## config.mk

```make
export PLATFORM = sky130hd
export DESIGN_NAME = bus_arbiter_flat
export DESIGN_NICKNAME = d
export VERILOG_FILES = /design/src/rtl/bus_arbiter_if.sv /design/src/rtl/bus_arbiter.sv /design/src/flat_wrapper.sv
export SDC_FILE = /design/constraint.sdc
export NUM_CORES = 1
export LEC_CHECK = 0
export CORE_ASPECT_RATIO = 0.8
export CORE_UTILIZATION = 38
export DETAILED_ROUTE_END_ITERATION = 6
export GPL_TIMING_DRIVEN = 1
export HOLD_SLACK_MARGIN = 0.05
export PLACE_DENSITY = 0.85
export SLEW_MARGIN = 0
export SYNTH_ARGS = -nofsm -noshare
export SYNTH_HDL_FRONTEND = slang
export SYNTH_SLANG_ARGS = --single-unit
export TNS_END_PERCENT = 1
```

## constraint.sdc

```tcl
create_clock -name clk -period 4.3 [get_ports clk]
set_input_delay 0.645 -clock clk [delete_from_list [all_inputs] [get_ports clk]]
set_output_delay 0.645 -clock clk [all_outputs]
set_load 0.02 [all_outputs]
```

## src/rtl/bus_arbiter_if.sv

```systemverilog
// Signal bundle between the IF/MEM pipeline stages, the bus arbiter and the external memory bus.
// The arbiter uses the slave modport; the pipeline/bus environment uses the master modport.
interface bus_arbiter_if;
  logic        if_req;
  logic [31:0] if_addr;
  logic        if_flush;
  logic [31:0] if_rdata;
  logic        if_ready;
  logic        mem_req;
  logic        mem_we;
  logic [3:0]  mem_sel;
  logic [31:0] mem_addr;
  logic [31:0] mem_wdata;
  logic [31:0] mem_rdata;
  logic        mem_ready;
  logic        bus_err;
  logic        bus_req;
  logic        bus_we;
  logic [3:0]  bus_sel;
  logic [31:0] bus_addr;
  logic [31:0] bus_wdata;
  logic [31:0] bus_rdata;
  logic        bus_ack;
  logic        stallreq_if;
  logic        stallreq_mem;

  modport slave (
    input  if_req, if_addr, if_flush, mem_req, mem_we, mem_sel, mem_addr, mem_wdata,
           bus_rdata, bus_ack,
    output if_rdata, if_ready, mem_rdata, mem_ready, bus_err,
           bus_req, bus_we, bus_sel, bus_addr, bus_wdata, stallreq_if, stallreq_mem
  );

  modport master (
    output if_req, if_addr, if_flush, mem_req, mem_we, mem_sel, mem_addr, mem_wdata,
           bus_rdata, bus_ack,
    input  if_rdata, if_ready, mem_rdata, mem_ready, bus_err,
           bus_req, bus_we, bus_sel, bus_addr, bus_wdata, stallreq_if, stallreq_mem
  );
endinterface

```

## src/rtl/bus_arbiter.sv

```systemverilog
// Serialises IF fetches and MEM accesses onto one registered request/ack bus.
// MEM has fixed priority; a per-access timeout ends hung accesses with bus_err.
module bus_arbiter #(
  parameter int unsigned TIMEOUT = 255,
  parameter int unsigned CNT_W   = 8
) (
  input  logic         clk,
  input  logic         rst,
  bus_arbiter_if.slave bif
);
  typedef enum logic [1:0] {
    IDLE     = 2'd0,
    MEM_BUSY = 2'd1,
    IF_BUSY  = 2'd2
  } state_e;

  localparam logic [CNT_W-1:0] TO_CNT = CNT_W'(TIMEOUT);
  localparam bit               TO_EN  = (TIMEOUT != 0);

  state_e           state_q, state_d;
  logic [CNT_W-1:0] cnt_q, cnt_d;
  logic             drop_q, drop_d;
  logic             bus_req_q, bus_req_d;
  logic             bus_we_q, bus_we_d;
  logic [3:0]       bus_sel_q, bus_sel_d;
  logic [31:0]      bus_addr_q, bus_addr_d;
  logic [31:0]      bus_wdata_q, bus_wdata_d;
  logic [31:0]      if_rdata_q, if_rdata_d;
  logic             if_ready_q, if_ready_d;
  logic [31:0]      mem_rdata_q, mem_rdata_d;
  logic             mem_ready_q, mem_ready_d;
  logic             bus_err_q, bus_err_d;

  logic mem_elig, if_elig, timed_out, drop_now, done;

  always_ff @(posedge clk or posedge rst) begin
    if (rst) begin
      state_q     <= IDLE;
      cnt_q       <= '0;
      drop_q      <= 1'b0;
      bus_req_q   <= 1'b0;
      bus_we_q    <= 1'b0;
      bus_sel_q   <= '0;
      bus_addr_q  <= '0;
      bus_wdata_q <= '0;
      if_rdata_q  <= '0;
      if_ready_q  <= 1'b0;
      mem_rdata_q <= '0;
      mem_ready_q <= 1'b0;
      bus_err_q   <= 1'b0;
    end else begin
      state_q     <= state_d;
      cnt_q       <= cnt_d;
      drop_q      <= drop_d;
      bus_req_q   <= bus_req_d;
      bus_we_q    <= bus_we_d;
      bus_sel_q   <= bus_sel_d;
      bus_addr_q  <= bus_addr_d;
      bus_wdata_q <= bus_wdata_d;
      if_rdata_q  <= if_rdata_d;
      if_ready_q  <= if_ready_d;
      mem_rdata_q <= mem_rdata_d;
      mem_ready_q <= mem_ready_d;
      bus_err_q   <= bus_err_d;
    end
  end

  always_comb begin
    state_d     = state_q;
    cnt_d       = cnt_q;
    drop_d      = drop_q;
    bus_req_d   = bus_req_q;
    bus_we_d    = bus_we_q;
    bus_sel_d   = bus_sel_q;
    bus_addr_d  = bus_addr_q;
    bus_wdata_d = bus_wdata_q;
    if_rdata_d  = if_rdata_q;
    if_ready_d  = 1'b0;
    mem_rdata_d = mem_rdata_q;
    mem_ready_d = 1'b0;
    bus_err_d   = 1'b0;

    // A requester whose result is being delivered this cycle must not relaunch.
    mem_elig  = bif.mem_req & ~mem_ready_q;
    if_elig   = bif.if_req & ~if_ready_q;
    timed_out = TO_EN & (cnt_q == TO_CNT);
    drop_now  = drop_q | bif.if_flush;
    done      = bif.bus_ack | timed_out;

    case (state_q)
      IDLE: begin
        bus_req_d = 1'b0;
        drop_d    = 1'b0;
        cnt_d     = '0;
        if (mem_elig) begin
          bus_req_d   = 1'b1;
          bus_we_d    = bif.mem_we;
          bus_sel_d   = bif.mem_sel;
          bus_addr_d  = bif.mem_addr;
          bus_wdata_d = bif.mem_wdata;
          state_d     = MEM_BUSY;
        end else if (if_elig && !bif.if_flush) begin
          bus_req_d  = 1'b1;
          bus_we_d   = 1'b0;
          bus_sel_d  = 4'hF;
          bus_addr_d = bif.if_addr;
          state_d    = IF_BUSY;
        end
      end
      MEM_BUSY: begin
        if (done) begin
          bus_req_d   = 1'b0;
          mem_ready_d = 1'b1;
          bus_err_d   = ~bif.bus_ack;
          mem_rdata_d = (bif.bus_ack && !bus_we_q) ? bif.bus_rdata : '0;
          state_d     = IDLE;
        end else begin
          cnt_d = cnt_q + CNT_W'(1);
        end
      end
      IF_BUSY: begin
        drop_d = drop_now;
        if (done) begin
          bus_req_d = 1'b0;
          drop_d    = 1'b0;
          state_d   = IDLE;
          // A flushed fetch still finishes on the bus but is invisible to the pipeline.
          if (!drop_now) begin
            if_ready_d = 1'b1;
            bus_err_d  = ~bif.bus_ack;
            if_rdata_d = bif.bus_ack ? bif.bus_rdata : '0;
          end
        end else begin
          cnt_d = cnt_q + CNT_W'(1);
        end
      end
      default: state_d = IDLE;
    endcase
  end

  assign bif.bus_req      = bus_req_q;
  assign bif.bus_we       = bus_we_q;
  assign bif.bus_sel      = bus_sel_q;
  assign bif.bus_addr     = bus_addr_q;
  assign bif.bus_wdata    = bus_wdata_q;
  assign bif.if_rdata     = if_rdata_q;
  assign bif.if_ready     = if_ready_q;
  assign bif.mem_rdata    = mem_rdata_q;
  assign bif.mem_ready    = mem_ready_q;
  assign bif.bus_err      = bus_err_q;
  assign bif.stallreq_if  = bif.if_req & ~if_ready_q;
  assign bif.stallreq_mem = bif.mem_req & ~mem_ready_q;
endmodule

```

## src/flat_wrapper.sv

```systemverilog
// flat-port wrapper written by rule: the top's interface ports become plain ports
module bus_arbiter_flat 
#(
  parameter int unsigned TIMEOUT = 255,
  parameter int unsigned CNT_W   = 8
)
  (clk, rst, bif_if_req, bif_if_addr, bif_if_flush, bif_mem_req, bif_mem_we, bif_mem_sel, bif_mem_addr, bif_mem_wdata, bif_bus_rdata, bif_bus_ack, bif_if_rdata, bif_if_ready, bif_mem_rdata, bif_mem_ready, bif_bus_err, bif_bus_req, bif_bus_we, bif_bus_sel, bif_bus_addr, bif_bus_wdata, bif_stallreq_if, bif_stallreq_mem);
  bus_arbiter_if bif_i ();
  input  logic clk;
  input  logic rst;
  input wire logic [$bits(bif_i.if_req)-1:0] bif_if_req;
  input wire logic [$bits(bif_i.if_addr)-1:0] bif_if_addr;
  input wire logic [$bits(bif_i.if_flush)-1:0] bif_if_flush;
  input wire logic [$bits(bif_i.mem_req)-1:0] bif_mem_req;
  input wire logic [$bits(bif_i.mem_we)-1:0] bif_mem_we;
  input wire logic [$bits(bif_i.mem_sel)-1:0] bif_mem_sel;
  input wire logic [$bits(bif_i.mem_addr)-1:0] bif_mem_addr;
  input wire logic [$bits(bif_i.mem_wdata)-1:0] bif_mem_wdata;
  input wire logic [$bits(bif_i.bus_rdata)-1:0] bif_bus_rdata;
  input wire logic [$bits(bif_i.bus_ack)-1:0] bif_bus_ack;
  output wire logic [$bits(bif_i.if_rdata)-1:0] bif_if_rdata;
  output wire logic [$bits(bif_i.if_ready)-1:0] bif_if_ready;
  output wire logic [$bits(bif_i.mem_rdata)-1:0] bif_mem_rdata;
  output wire logic [$bits(bif_i.mem_ready)-1:0] bif_mem_ready;
  output wire logic [$bits(bif_i.bus_err)-1:0] bif_bus_err;
  output wire logic [$bits(bif_i.bus_req)-1:0] bif_bus_req;
  output wire logic [$bits(bif_i.bus_we)-1:0] bif_bus_we;
  output wire logic [$bits(bif_i.bus_sel)-1:0] bif_bus_sel;
  output wire logic [$bits(bif_i.bus_addr)-1:0] bif_bus_addr;
  output wire logic [$bits(bif_i.bus_wdata)-1:0] bif_bus_wdata;
  output wire logic [$bits(bif_i.stallreq_if)-1:0] bif_stallreq_if;
  output wire logic [$bits(bif_i.stallreq_mem)-1:0] bif_stallreq_mem;
  assign bif_i.if_req = bif_if_req;
  assign bif_i.if_addr = bif_if_addr;
  assign bif_i.if_flush = bif_if_flush;
  assign bif_i.mem_req = bif_mem_req;
  assign bif_i.mem_we = bif_mem_we;
  assign bif_i.mem_sel = bif_mem_sel;
  assign bif_i.mem_addr = bif_mem_addr;
  assign bif_i.mem_wdata = bif_mem_wdata;
  assign bif_i.bus_rdata = bif_bus_rdata;
  assign bif_i.bus_ack = bif_bus_ack;
  assign bif_if_rdata = bif_i.if_rdata;
  assign bif_if_ready = bif_i.if_ready;
  assign bif_mem_rdata = bif_i.mem_rdata;
  assign bif_mem_ready = bif_i.mem_ready;
  assign bif_bus_err = bif_i.bus_err;
  assign bif_bus_req = bif_i.bus_req;
  assign bif_bus_we = bif_i.bus_we;
  assign bif_bus_sel = bif_i.bus_sel;
  assign bif_bus_addr = bif_i.bus_addr;
  assign bif_bus_wdata = bif_i.bus_wdata;
  assign bif_stallreq_if = bif_i.stallreq_if;
  assign bif_stallreq_mem = bif_i.stallreq_mem;
  bus_arbiter #(.TIMEOUT(TIMEOUT), .CNT_W(CNT_W)) u_core (.clk(clk), .rst(rst), .bif(bif_i));
endmodule
```

==> results of run 1 <==
## state kept, by name, indices dropped and copies added, names as in the netlist
signal,flops
u_core.bif.bus_wdata,32
u_core.drop_q,1
u_core.bif.bus_err,1
u_core.bif.mem_ready,1
u_core.bif.bus_req,1
u_core.bif.if_ready,1
u_core.bif.bus_addr,32
u_core.state_q,2
u_core.bif.bus_we,1
u_core.cnt_q,8
u_core.bif.mem_rdata,32
u_core.bif.if_rdata,32
u_core.bif.bus_sel,4
## cells in the mapped netlist (3+ instances only)
| library cell | instances | area share [%] |
|---|---|---|
| dfrtp_1 | 148 | 57 |
| nand2_1 | 74 | 4.3 |
| nor2_1 | 35 | 2.0 |
| a21o_1 | 32 | 3.7 |
| a31oi_1 | 32 | 3.1 |
| and4b_1 | 32 | 5.0 |
| mux2_2 | 32 | 5.6 |
| nand4_1 | 32 | 3.1 |
| a21bo_1 | 29 | 4.5 |
| clkbuf_1 | 26 | 1.5 |
| buf_2 | 14 | 1.1 |
| inv_1 | 9 | 0.52 |
| nand3_1 | 7 | 0.54 |
| o21ai_0 | 5 | 0.39 |
| a21oi_1 | 4 | 0.31 |
| ha_1 | 4 | 0.78 |
| o22a_1 | 4 | 0.54 |
| a21bo_2 | 3 | 0.47 |
| buf_4 | 3 | 0.35 |
| buf_6 | 3 | 0.52 |
| nor3_1 | 3 | 0.23 |
| o211ai_1 | 3 | 0.35 |
| o31ai_1 | 3 | 0.35 |
## cells by family after synthesis
family,after synthesis,synth area share (%)
adder cells (fa/ha/maj),4,0.777
flip-flops,148,57.5
XOR/XNOR,1,0.136
multiplexers,32,5.59
AND/OR/NAND/NOR,193,16.7
buffers and inverters,57,4.12
AO/OA/AOI/OAI,125,15.2
## path summary, 6_finish.rpt
kind                                         start  slack (ns)                      end
min in group asynchronous                      rst        0.69   u_core.bif.if_rdata[2]
setup / recovery                       bif_mem_req        1.50         bif_stallreq_mem
max in group asynchronous                      rst        2.60    u_core.bif.bus_sel[1]
hold / removal             u_core.bif.mem_rdata[8]        0.47  u_core.bif.mem_rdata[8]
hold reg to reg            u_core.bif.mem_rdata[8]        0.47  u_core.bif.mem_rdata[8]
setup reg to reg                 u_core.state_q[0]        2.11       u_core.bif.bus_req
## routing by layer
layer,vias up,global-route usage (%)
li1,2523,-
met1,2627,27.1
met2,208,35.8
met3,18,7.07
met4,0,5.73
met5,-,0
## report_power, final
part           total [W]  switching, W  internal, W
registers        0.00240      0.000369      0.00204
logic            0.00357       0.00183      0.00174
clock network    0.00133      0.000593     0.000733
total            0.00730       0.00279      0.00451
## worst max-delay path, cell delays in order
cell             delay, ns
clkdlybuf4s50_1       0.46
nand2b_1              0.08
inv_2                 0.28
clkdlybuf4s50_1       0.68
## layout make-up
| type | count | share of cell area [%] |
|---|---|---|
| clock inverters | 13 | 0.875 |
| inverters | 10 | 0.418 |
| flip-flops and latches | 148 | 37.5 |
| multi-input cells | 355 | 25.1 |
| repair buffers | 287 | 28.9 |
| clock buffers | 19 | 4.39 |
| well taps | 220 | 2.79 |
## through the flow
stage | total power (W) | setup WS [ns]
after floorplan | 0.00427 | 1.79
after global placement | 0.00592 | 1.52
after detailed placement | 0.00601 | 1.47
after CTS | 0.00737 | 1.49
after global routing | 0.00769 | 1.42
final | 0.00730 | 1.50
==> summary.md, run 1 <==
| Metric | Value |
|---|---|
| Status | `finished clean` |
| Core area | `0.0166 mm2` |
| Root buffer selected by CTS | `clkbuf_16` |
| I/O pins | `278` |
| R2r worst-path depth | `6` |
| Post-Syn Nets | `703` |
| RSZ-0062 raised after global routing | `no` |
| Wire length on met3 | `1.37 mm` |
| Die area | `0.0175 mm2` |
| Max-slew violation count | `0` |
| Iter 0 DRT Violations | `449` |
| Largest net degree at the start of global routing | `75` |
| TNS Setup | `0 ns` |
| Final instance area | `0.00987 mm2` |
| Filler cells | `1371` |
| Gr ovfl total | `0` |
| # clock sinks | `148` |
| Main flop type after synthesis | `dfrtp_1` |
| Crit Path Category | `primary input to output pin` |
| Min-Delay Path Depth | `1` |
| Area of the multi-input gates | `0.00248 mm2` |
| Peak supply drop | `0.417 mV` |
| Die H | `118 um` |
| Period utilization | `65.1%` |
| Worst EP arrival | `2.15 ns` |
| CTS Hold Bufs | `0` |
| Sequential share of the synthesized area | `57.5%` |
| Final hold vios | `0` |
| Pwr Density | `739 mW/mm2` |
| Post-synth EDFFs | `0` |
| Critical path launch point type | `primary input` |
| Clk_skew | `0.0161 ns` |
| Achievable Freq | `357 MHz` |
| Sequential cell area | `0.00370 mm2` |
| Inserted Diodes | `0` |
| Commonest non-fill, non-tap cell in the layout | `clkdlybuf4s50_1` |
| Met1 wire length | `7.88 mm` |
| Avg Inst Size Synth | `11.5 um2` |
| Post-Synthesis Cells | `560` |
| Slew of the pin with the lowest slew margin | `0.728 ns` |
| Area growth, synth to finish | `53.2%` |
| DRC | `0` |
| Fin nets | `962` |
| Relative max-transition margin | `51.4%` |
| H-tree levels | `4` |
| Leak pwr | `4.56 nW` |
| GP Congestion | `0.776` |
| Initial antenna violation count | `0` |
| Num rows | `42` |
| Layout cells sized above 1 | `10.5%` |
| Drt via density | `5.11` |
| Yosys warning total | `0` |
| Top routing layer in use | `met4` |
| Crit end category | `output pin` |
| CTS tree | `yes` |
| HP Class | `flop to flop` |
| Hold Worst Slack | `0.473 ns` |
| FFs w/ async S/R, synth | `100%` |
| Syn Std Cell Area | `0.00644 mm2` |
| Max-cap violations | `0` |
| Final Setup Violations | `0` |
| #FFs+latches synth | `148` |
| Overall Global Routing Usage | `21.6%` |
| Clock period minus worst slack | `2.80 ns` |
| Die Width | `148 um` |
| Drt pass-1 iters | `4` |
| Worst-path clk slew | `0.06 ns` |
| CTS Buf Count | `17` |
| Commonest non-fill, non-tap cells in the layout | `276 x clkdlybuf4s50_1, 148 x dfrtp_1, 74 x nand2_1` |
| Wire length per cell | `17.4 um` |
| First-pass GRT wire length | `29.4 mm` |
| Final Instance Count excl. Fillers | `1052` |
| Crit path max fanout | `14` |
| PortBufs | `277` |
| Starting density of the core | `38.9%` |
| Placed cell count | `1020` |
| Worst-case clock buffer depth | `2` |
| Post-synthesis cell type count | `42` |
| Final ANT Viol Nets | `0` |
| Core Util, Final | `59.6%` |
| Clk Latency, worst-skew pair | `0.42 ns` |
| Final HPWL DP | `12.5 mm` |
| Post-CTS setup buffers | `0` |
| Resized Gates After CTS | `0` |
| DR vias | `5376` |
| Vias in the first global route | `5526` |
| Final wirelength | `18.3 mm` |
| CP required | `3.65 ns` |
| Wire length on met2 | `8.82 mm` |
| DP Area | `0.00935 mm2` |
No activity file was read; power rests on OpenSTA's default activity.
==> inputs of run 2 (changes only) <==
--- a/config.mk
+++ b/config.mk
@@ -6,11 +6,11 @@
 export NUM_CORES = 1
 export LEC_CHECK = 0
 export CORE_ASPECT_RATIO = 0.8
-export CORE_UTILIZATION = 38
+export CORE_UTILIZATION = 43
 export DETAILED_ROUTE_END_ITERATION = 6
 export GPL_TIMING_DRIVEN = 1
 export HOLD_SLACK_MARGIN = 0.05
-export PLACE_DENSITY = 0.85
+export PLACE_DENSITY = 0.9
 export SLEW_MARGIN = 0
 export SYNTH_ARGS = -nofsm -noshare
 export SYNTH_HDL_FRONTEND = slang
==> constraint.sdc (replaced) <==
create_clock -name clk -period 2.6 [get_ports clk]
set_input_delay 0.39 -clock clk [delete_from_list [all_inputs] [get_ports clk]]
set_output_delay 0.39 -clock clk [all_outputs]
set_load 0.02 [all_outputs]
==> run 2 against run 1 <==
  * The run now ends with design-rule violations left
  * Non-clock buffer count up 4
  * Combinational power grew 66%
  * Setup slack got worse by 1.0 ns
  * Critical path type is now flop to output pin
  * Utilization grew 9.5 points
  * Clock power rose by 86%
  * Sequential power is 66% higher
  * Register-to-register slack lost 1.6 ns
  * First-iteration DRC count is 13% lower
  * Global-route usage grew 3.2 points
  * Critical path depth down 1
==> summary.md, run 2 (synthesis results as in run 1) <==
| Metric | Value |
|---|---|
| Sw power | `0.00458 W` |
| Worst EP arrival | `1.72 ns` |
| Worst-path clk slew | `0.06 ns` |
| Achievable Freq | `473 MHz` |
| Fin nets | `966` |
| Die H | `111 um` |
| Die area | `0.0155 mm2` |
| Final Power | `0.0124 W` |
| Final worst setup slack | `0.487 ns` |
| DRC | `16` |
| Status | `complete, but fails checks` |
| Die Width | `139 um` |
| Peak supply drop | `0.751 mV` |
| Relative max-transition margin | `51.8%` |
| Commonest non-fill, non-tap cells in the layout | `276 x clkdlybuf4s50_1, 148 x dfrtp_1, 74 x nand2_1` |
| Max-slew violation count | `0` |
| Register share of total power | `32.1%` |
| Final HPWL DP | `12.6 mm` |
| CP Cell Sequence | `nand2b_1, inv_2, clkdlybuf4s50_1` |
| TNS Setup | `0 ns` |
| Clock period minus worst slack | `2.11 ns` |
| Clk Latency, worst-skew pair | `0.42 ns` |
| Final hold vios | `0` |
| Clock power share | `19.9%` |
| First-pass GRT wire length | `29.8 mm` |
| GP Congestion | `0.772` |
| Max-cap violations | `0` |
| Starting density of the core | `44.6%` |
| Clk_skew | `0.0179 ns` |
| Final wirelength | `18.4 mm` |
| Post-CTS setup buffers | `0` |
| Largest net degree at the start of global routing | `70` |
| # clock sinks | `148` |
| Crit path max fanout | `6` |
| Violated checks | `design-rule violations` |
| Critical path's top delay family | `buffers and inverters` |
| I/O pins | `278` |
| H-tree levels | `4` |
| Inserted Diodes | `0` |
| Worst-case clock buffer depth | `2` |
| Drt via density | `5.30` |
| CTS tree | `yes` |
| Pwr Density | `1240 mW/mm2` |
| Hold Worst Slack | `0.335 ns` |
| Area growth, synth to finish | `54.9%` |
| Core area | `0.0144 mm2` |
| DR vias | `5405` |
| Final Setup Violations | `0` |
| Crit path buf inv count | `2` |
| Wire length per cell | `18.1 um` |
| Critical path launch point type | `flop` |
| Post-Place Worst Slack | `0.493 ns` |
| Slew of the pin with the lowest slew margin | `0.721 ns` |
| Pint | `0.00780 W` |
| CTS Hold Bufs | `0` |
| Leak pwr | `4.64 nW` |
| Crit Path Category | `flop to output pin` |
| Max incr delay on CP | `0.63 ns` |
| Root buffer selected by CTS | `clkbuf_16` |
| Initial antenna violation count | `0` |
| Vias in the first global route | `5616` |
| Switching share of power | `37.0%` |
| HP Class | `primary input to flop` |
| RSZ-0062 raised after global routing | `no` |
| Num rows | `39` |
| Iter 0 DRT Violations | `391` |
| Overall Global Routing Usage | `24.8%` |
| CTS Buf Count | `17` |
| Drt pass-1 iters | `7` |
| Crit end category | `output pin` |
| Layout cells sized above 1 | `11.1%` |
| Final ANT Viol Nets | `0` |
| Period utilization | `81.3%` |
| CP required | `2.21 ns` |
| Combinational share of power | `47.9%` |
| PortBufs | `277` |
| Commonest non-fill, non-tap cell in the layout | `clkdlybuf4s50_1` |
| Critical path's slowest cell | `clkdlybuf4s50_1` |
| Gr ovfl total | `0` |
| Resized Gates After CTS | `0` |
==> run 2: changes by cell type in the layout (fill, tap and decap cells not counted), sizes merged <==
cell | before | now
bufinv | 0 | 2
clkbuf | 19 | 21
buf | 11 | 15
clkinvlp | 5 | 4
clkinv | 8 | 5
==> run 2: layout make-up <==
class / count / area (um2)
Clock inverter: 11 / 124
Fill cell: 1072 / 4470
Clock buffer: 21 / 480
Tap cell: 184 / 230
Inverter: 10 / 41.3
Sequential cell: 148 / 3700
Timing Repair Buffer: 291 / 2920
Multi-Input combinational cell: 355 / 2480
==> run 2: final timing paths <==
path | start | end | slack (ns) | cells past startpoint
min in group asynchronous | rst | u_core.bif.if_rdata[5] | 0.39 | 2
worst max-delay path | u_core.bif.mem_ready | bif_stallreq_mem | 0.49 | 3
worst min-delay path | bif_bus_ack | u_core.bif.bus_err | 0.33 | 4
max in group asynchronous | rst | u_core.bif.if_rdata[11] | 1.56 | 3
worst max register to register | u_core.cnt_q[0] | u_core.bif.mem_rdata[21] | 0.54 | 5
worst min register to register | u_core.bif.mem_rdata[1] | u_core.bif.mem_rdata[1] | 0.48 | 1
==> run 2: tightest hold or removal path: cells and delay by family <==
kind          cells  cell delay, ns
simple gates      3            0.18
buf+inv           1            0.14
==> run 2: power groups by stage <==
stage	Clock (W)	Sequential [W]	Combinational (W)
after global placement	0	0.00394	0.00585
after global routing	0.00263	0.00411	0.00630
final	0.00247	0.00398	0.00593
after floorplan	0	0.00520	0.00187
after detailed placement	0	0.00400	0.00595
after CTS	0.00252	0.00398	0.00598
==> run 2: metrics by stage <==
stage	util, %	instances	cell area (um2)
final	69.1	1020	9980
after global routing	69.1	1020	9980
after CTS	69.1	1020	9980
after detailed placement	64.9	988	9370
after global placement	64.9	988	9370
after floorplan	-	560	6440
==> run 2: per-layer routing <==
layer	vias up	share of wire (%)	track usage, %
met4	0	2.3	8.89
met3	32	7.4	8.77
met2	199	49	40.5
li1	2534	-	-
met5	-	0	0
met1	2640	42	30.7
==> edit 1: new RTL, config.mk and constraints of run 2 <==
`CNT_W` is set to 8 in 2 places; all go to 6.
--- a/src/rtl/bus_arbiter.sv
+++ b/src/rtl/bus_arbiter.sv
@@ -3,5 +3,5 @@
 module bus_arbiter #(
   parameter int unsigned TIMEOUT = 255,
-  parameter int unsigned CNT_W   = 8
+  parameter int unsigned CNT_W   = 6
 ) (
   input  logic         clk,
--- a/src/flat_wrapper.sv
+++ b/src/flat_wrapper.sv
@@ -3,5 +3,5 @@
 #(
   parameter int unsigned TIMEOUT = 255,
-  parameter int unsigned CNT_W   = 8
+  parameter int unsigned CNT_W   = 6
 )
   (clk, rst, bif_if_req, bif_if_addr, bif_if_flush, bif_mem_req, bif_mem_we, bif_mem_sel, bif_mem_addr, bif_mem_wdata, bif_bus_rdata, bif_bus_ack, bif_if_rdata, bif_if_ready, bif_mem_rdata, bif_mem_ready, bif_bus_err, bif_bus_req, bif_bus_we, bif_bus_sel, bif_bus_addr, bif_bus_wdata, bif_stallreq_if, bif_stallreq_mem);
Function: same outputs for any inputs over 4 cycles, from zero or initial values and one cycle with rst high; that may be too few to reach the edited logic, so the function may still have changed.
==> edit 1 against run 2 <==
Synthesized area grew 6.4%. Setup slack gained 0.049 ns. Register-to-register slack better by 0.09 ns. Routed wire length grew 12%. Global-route usage up 0.38 points. Sequential cell count down 2. Combinational power increased by 0.7%. Total power about the same. Final area up 4.5%. Clock power is 5% higher. Largest cell class unchanged. Largest power group unchanged. Highest routed layer unchanged.
==> edit 1: results (changes against run 2) <==
Run status
  • Status: completed

Synth
  • Seq cells post-synth: 146 (-1.4%)
  • Register area share after synthesis: 53.3% (-4.2 points)
  • Top cells by count, synth: dfrtp_1 (146), inv_1 (70), mux2_4 (52), o21ai_0 (50), mux2_2 (39)
  • Mapped Nets: 693 (-1.4%)

Finish
  • Multi-input combinational gate total: 294 (-17%)
  • Multi-input logic area: 0.00264 mm² (+6.6%)
  • CLK BUF: 22 (+4.8%)
  • Layout cells sized above 1: 17.5% (+6.4 points)
  • Number of fill cells: 1087 (+1.4%)
  • Area growth, synth to finish: 52.1%
  • Signal buffers: 293 (+0.69%)
  • Logic inverters: 71 (+61)

GRT
  • Vias in the first global route: 5569 (-0.84%)
  • Met2 usage: 43.5% (+3.1 points)
  • Largest net degree at the start of global routing: 58 (-17%)
  • Initial antenna violation count: 1 (+1)
  • GRT Util Overall: 25.2% (+0.38 points)
  • Met3 usage: 7.87% (-0.90 points)

Drt
  • DRT Wirelength: 20700 µm (+12%)
  • Metal2 WL: 10300 µm (+15%)
  • Detailed-router iteration count before antenna repair: 4 (-3)
  • Met3 Routed Length: 1720 µm (+26%)

Setup path
  • R2R setup slack: 0.63 ns (+0.09 ns)
  • Reg-to-Reg Start: u_core.state_q[1]

STA
  • Slew Limit Headroom: 64.5% (+13 points)
  • Skew final: 0.0134 ns (-0.00455 ns)

Hold path
  • HP Class: input pin to async pin

Power and ir drop
  • Pleak: 4.74 nW (+2.2%)
edit 1: cell types whose count changed in the layout (fill, tap and decap cells not counted), sizes merged, moves of 30 or more:
cell / delta
a21bo: -32
a22oi: +33
nand2: -67
mux2: +64
inv: +61
a21o: -31
nand4: -31
a31oi: -30
nor2: -33
o21ai: +63
a2bb2oi: +32
and4b: -31
edit 1: critical path, stage by stage:
cell and delay (ns):
clkdlybuf4s50_1 0.51, nand2b_4 0.07, inv_2 0.09, clkdlybuf4s50_1 0.61
edit 1: worst max-delay path by stage:
stage / from / to / slack [ns] / cells after the start
3_5_place_dp: bif_mem_req / u_core.bif.bus_wdata[2] / 0.35 / 6
4_1_cts: bif_mem_req / bif_stallreq_mem / 0.53 / 4
2_1_floorplan: rst / u_core.bif.bus_addr[0] / 0.38 / 1
3_3_place_gp: bif_mem_req / u_core.bif.bus_wdata[1] / 0.37 / 6
5_1_grt: u_core.state_q[0] / u_core.cnt_q[4] / 0.49 / 5
6_report: bif_mem_req / bif_stallreq_mem / 0.54 / 4
edit 1: where the power goes:
group	switching, mW	internal [mW]
combinational	2.82	3.15
sequential	0.623	3.20
clock	0.957	1.63
total	4.40	7.97
edit 1: kinds of logic after synthesis:
| logic type | count (synthesis) | synth area share [%] |
|---|---|---|
| buffers and inverters | 110 | 8.23 |
| adders and majority gates | 4 | 0.730 |
| and+or+nand+nor | 38 | 3.74 |
| DFF | 146 | 53.3 |
| muxes | 97 | 18.8 |
| AOI/OAI and AO/OA | 155 | 15.3 |
edit 1: stage by stage:
stage                     util, %  worst slack, ns  hold slack [ns]  cells
after CTS                    68.1            0.533            0.324   1044
after global routing         68.1            0.491            0.327   1045
after floorplan                 -            0.377            0.493    550
final                        68.1            0.536            0.333   1045
after detailed placement     64.0            0.346            0.481   1014
after global placement       64.0            0.374            0.468   1014
==> edit 2: new RTL, flow settings as in run 2 <==
Without the edit above. The 3 states of `state_e` get a one-hot encoding in 3 bits.
--- a/src/rtl/bus_arbiter.sv
+++ b/src/rtl/bus_arbiter.sv
@@ -9,8 +9,8 @@
   bus_arbiter_if.slave bif
 );
-  typedef enum logic [1:0] {
-    IDLE     = 2'd0,
-    MEM_BUSY = 2'd1,
-    IF_BUSY  = 2'd2
+  typedef enum logic [2:0] {
+    IDLE     = 3'b001,
+    MEM_BUSY = 3'b010,
+    IF_BUSY  = 3'b100
   } state_e;
 
Formal check against the unedited RTL: same outputs for any inputs over 4 cycles, from zero or initial values and one cycle with rst high; so few cycles prove little.
==> edit 2 against run 2 <==
Routed wire length down 3.9%. Combinational power down 16%. First-iteration DRC count down 12%. Final area down 4.0%. Maximum frequency up 3.2%. Sequential cell count up 1. Synthesized area down 4.5%. Setup slack better by 0.065 ns. Total power down 11%. Register-to-register slack better by 0.06 ns. Global-route usage down 0.41 points. Largest cell class unchanged. Highest routed layer unchanged.
==> edit 2: results (changes against run 2) <==
GRT
  • First-pass GRT wire length: 27900 µm (-6.3%)
  • Vias in the first global route: 5585 (-0.55%)
  • Largest net degree at the start of global routing: 78 (+11%)
  • GRT Util Overall: 24.4% (-0.41 points)

Power and ir drop
  • Comb power: 5.00 mW (-16%)
  • Max VDD drop: 0.000649 V (-13%)
  • Pint: 6.79 mW (-13%)
  • Clock power frac: 20.6% (+0.7 points)
  • Sw Pwr: 4.23 mW (-7.6%)

Drt
  • Vias after detailed routing: 5529 (+2.3%)
  • 1st-iter DRT viols: 346 (-12%)
  • Post-DR wirelength/cell: 16.4 µm (-9.5%)
  • Detailed-router iteration count before antenna repair: 5 (-2)

Synth
  • XOR/XNOR Fraction of Synth Area: 0.142% (+0.0065 points)
  • Compound-Gate Fraction of Synth Area: 16.7% (+1.5 points)
  • Distinct cells, synth: 43 (+2.4%)
  • Top cells by count, synth: nand2_1 (198), dfrtp_1 (148), o21ai_0 (66), a31oi_1 (42), nor2_1 (37)
  • Mux cell area share after synthesis: 0.326% (-5.3 points)
  • Register area share after synthesis: 60.7% (+3.2 points)
  • Cells after Synth: 627 (+12%)
  • Post-synthesis adder-cell area fraction: 0.204% (-0.57 points)
  • Mapped Nets: 767 (+9.1%)

Setup path
  • CP Data Arrival Time: 1.66 ns (-0.06 ns)
  • CP max FO: 2 (-4)
  • Critical path's largest stage delay: 0.65 ns (+0.02 ns)

CTS
  • CTS Buffer Depth: 2 (unchanged)
  • Setup Fix Bufs, Post-CTS: 0 (unchanged)

Finish
  • Cell Count, Final, Fillers Out: 1083 (+6.2%)
  • N_diodes: 0 (unchanged)
  • Layout cells sized above 1: 6.20% (-4.9 points)

Placement
  • Post-place instance area: 0.00903 mm² (-3.7%)
  • DPL Wire Length: 12300 µm (-2.2%)
  • Place WS: 0.314 ns (-0.179 ns)
  • Final GP Congestion: 0.781 (+1.2%)

Run status
  • Status: completed

STA
  • Skew final: 0.0204 ns (+0.00245 ns)
  • Slew @ Worst Pin: 0.584 ns (-0.137 ns)

Hold path
  • HP Class: input pin to async pin
edit 2: layout make-up:
| cell class | instances | area [µm²] | area share, % |
|---|---|---|---|
| Sequential cell | 149 | 3730 | 38.9 |
| Timing Repair Buffer | 292 | 2920 | 30.5 |
| Multi-Input combinational cell | 422 | 2120 | 22.1 |
| Clock buffer | 18 | 429 | 4.48 |
| Tap cell | 180 | 225 | 2.35 |
| Clock inverter | 14 | 119 | 1.24 |
| Inverter | 8 | 33.8 | 0.353 |
edit 2: routing by layer:
metal / track usage, % / vias up / wire, µm
li1: - / 2652 / -
met1: 30.1 / 2647 / 7450
met2: 41.1 / 202 / 8780
met3: 6.37 / 28 / 1090
met4: 9.63 / 0 / 395
met5: 0 / - / 0
edit 2: kinds of logic (layout without fill, tap and decap cells):
logic type	Yosys count	in the layout
muxes	2	2
adders and majority gates	1	1
xor gates and xnor gates	1	1
AOI/OAI and AO/OA	159	159
and+or+nand+nor	259	259
buffers and inverters	56	332
DFF	149	149
edit 2: worst reg2reg max path, delay by kind of cell, from the launching register on:
family,cells,cell delay (ns)
and+or+nand+nor,2,0.80
DFF,1,0.59
AOI/OAI and AO/OA,1,0.26
buffers and inverters,1,0.25
edit 2: path summary, 6_finish.rpt:
check | from | slack [ns] | end | cells after the start
max reg2reg | u_core.state_q[0] | 0.60 | u_core.bif.bus_sel[1] | 4
min in group clk | u_core.bif.bus_wdata[1] | 0.47 | u_core.bif.bus_wdata[1] | 2
max in group asynchronous | rst | 1.77 | u_core.state_q[0] | 3
min reg2reg | u_core.bif.bus_wdata[1] | 0.47 | u_core.bif.bus_wdata[1] | 2
max | bif_if_req | 0.55 | bif_stallreq_if | 3
min | rst | 0.45 | u_core.bif.bus_wdata[8] | 3
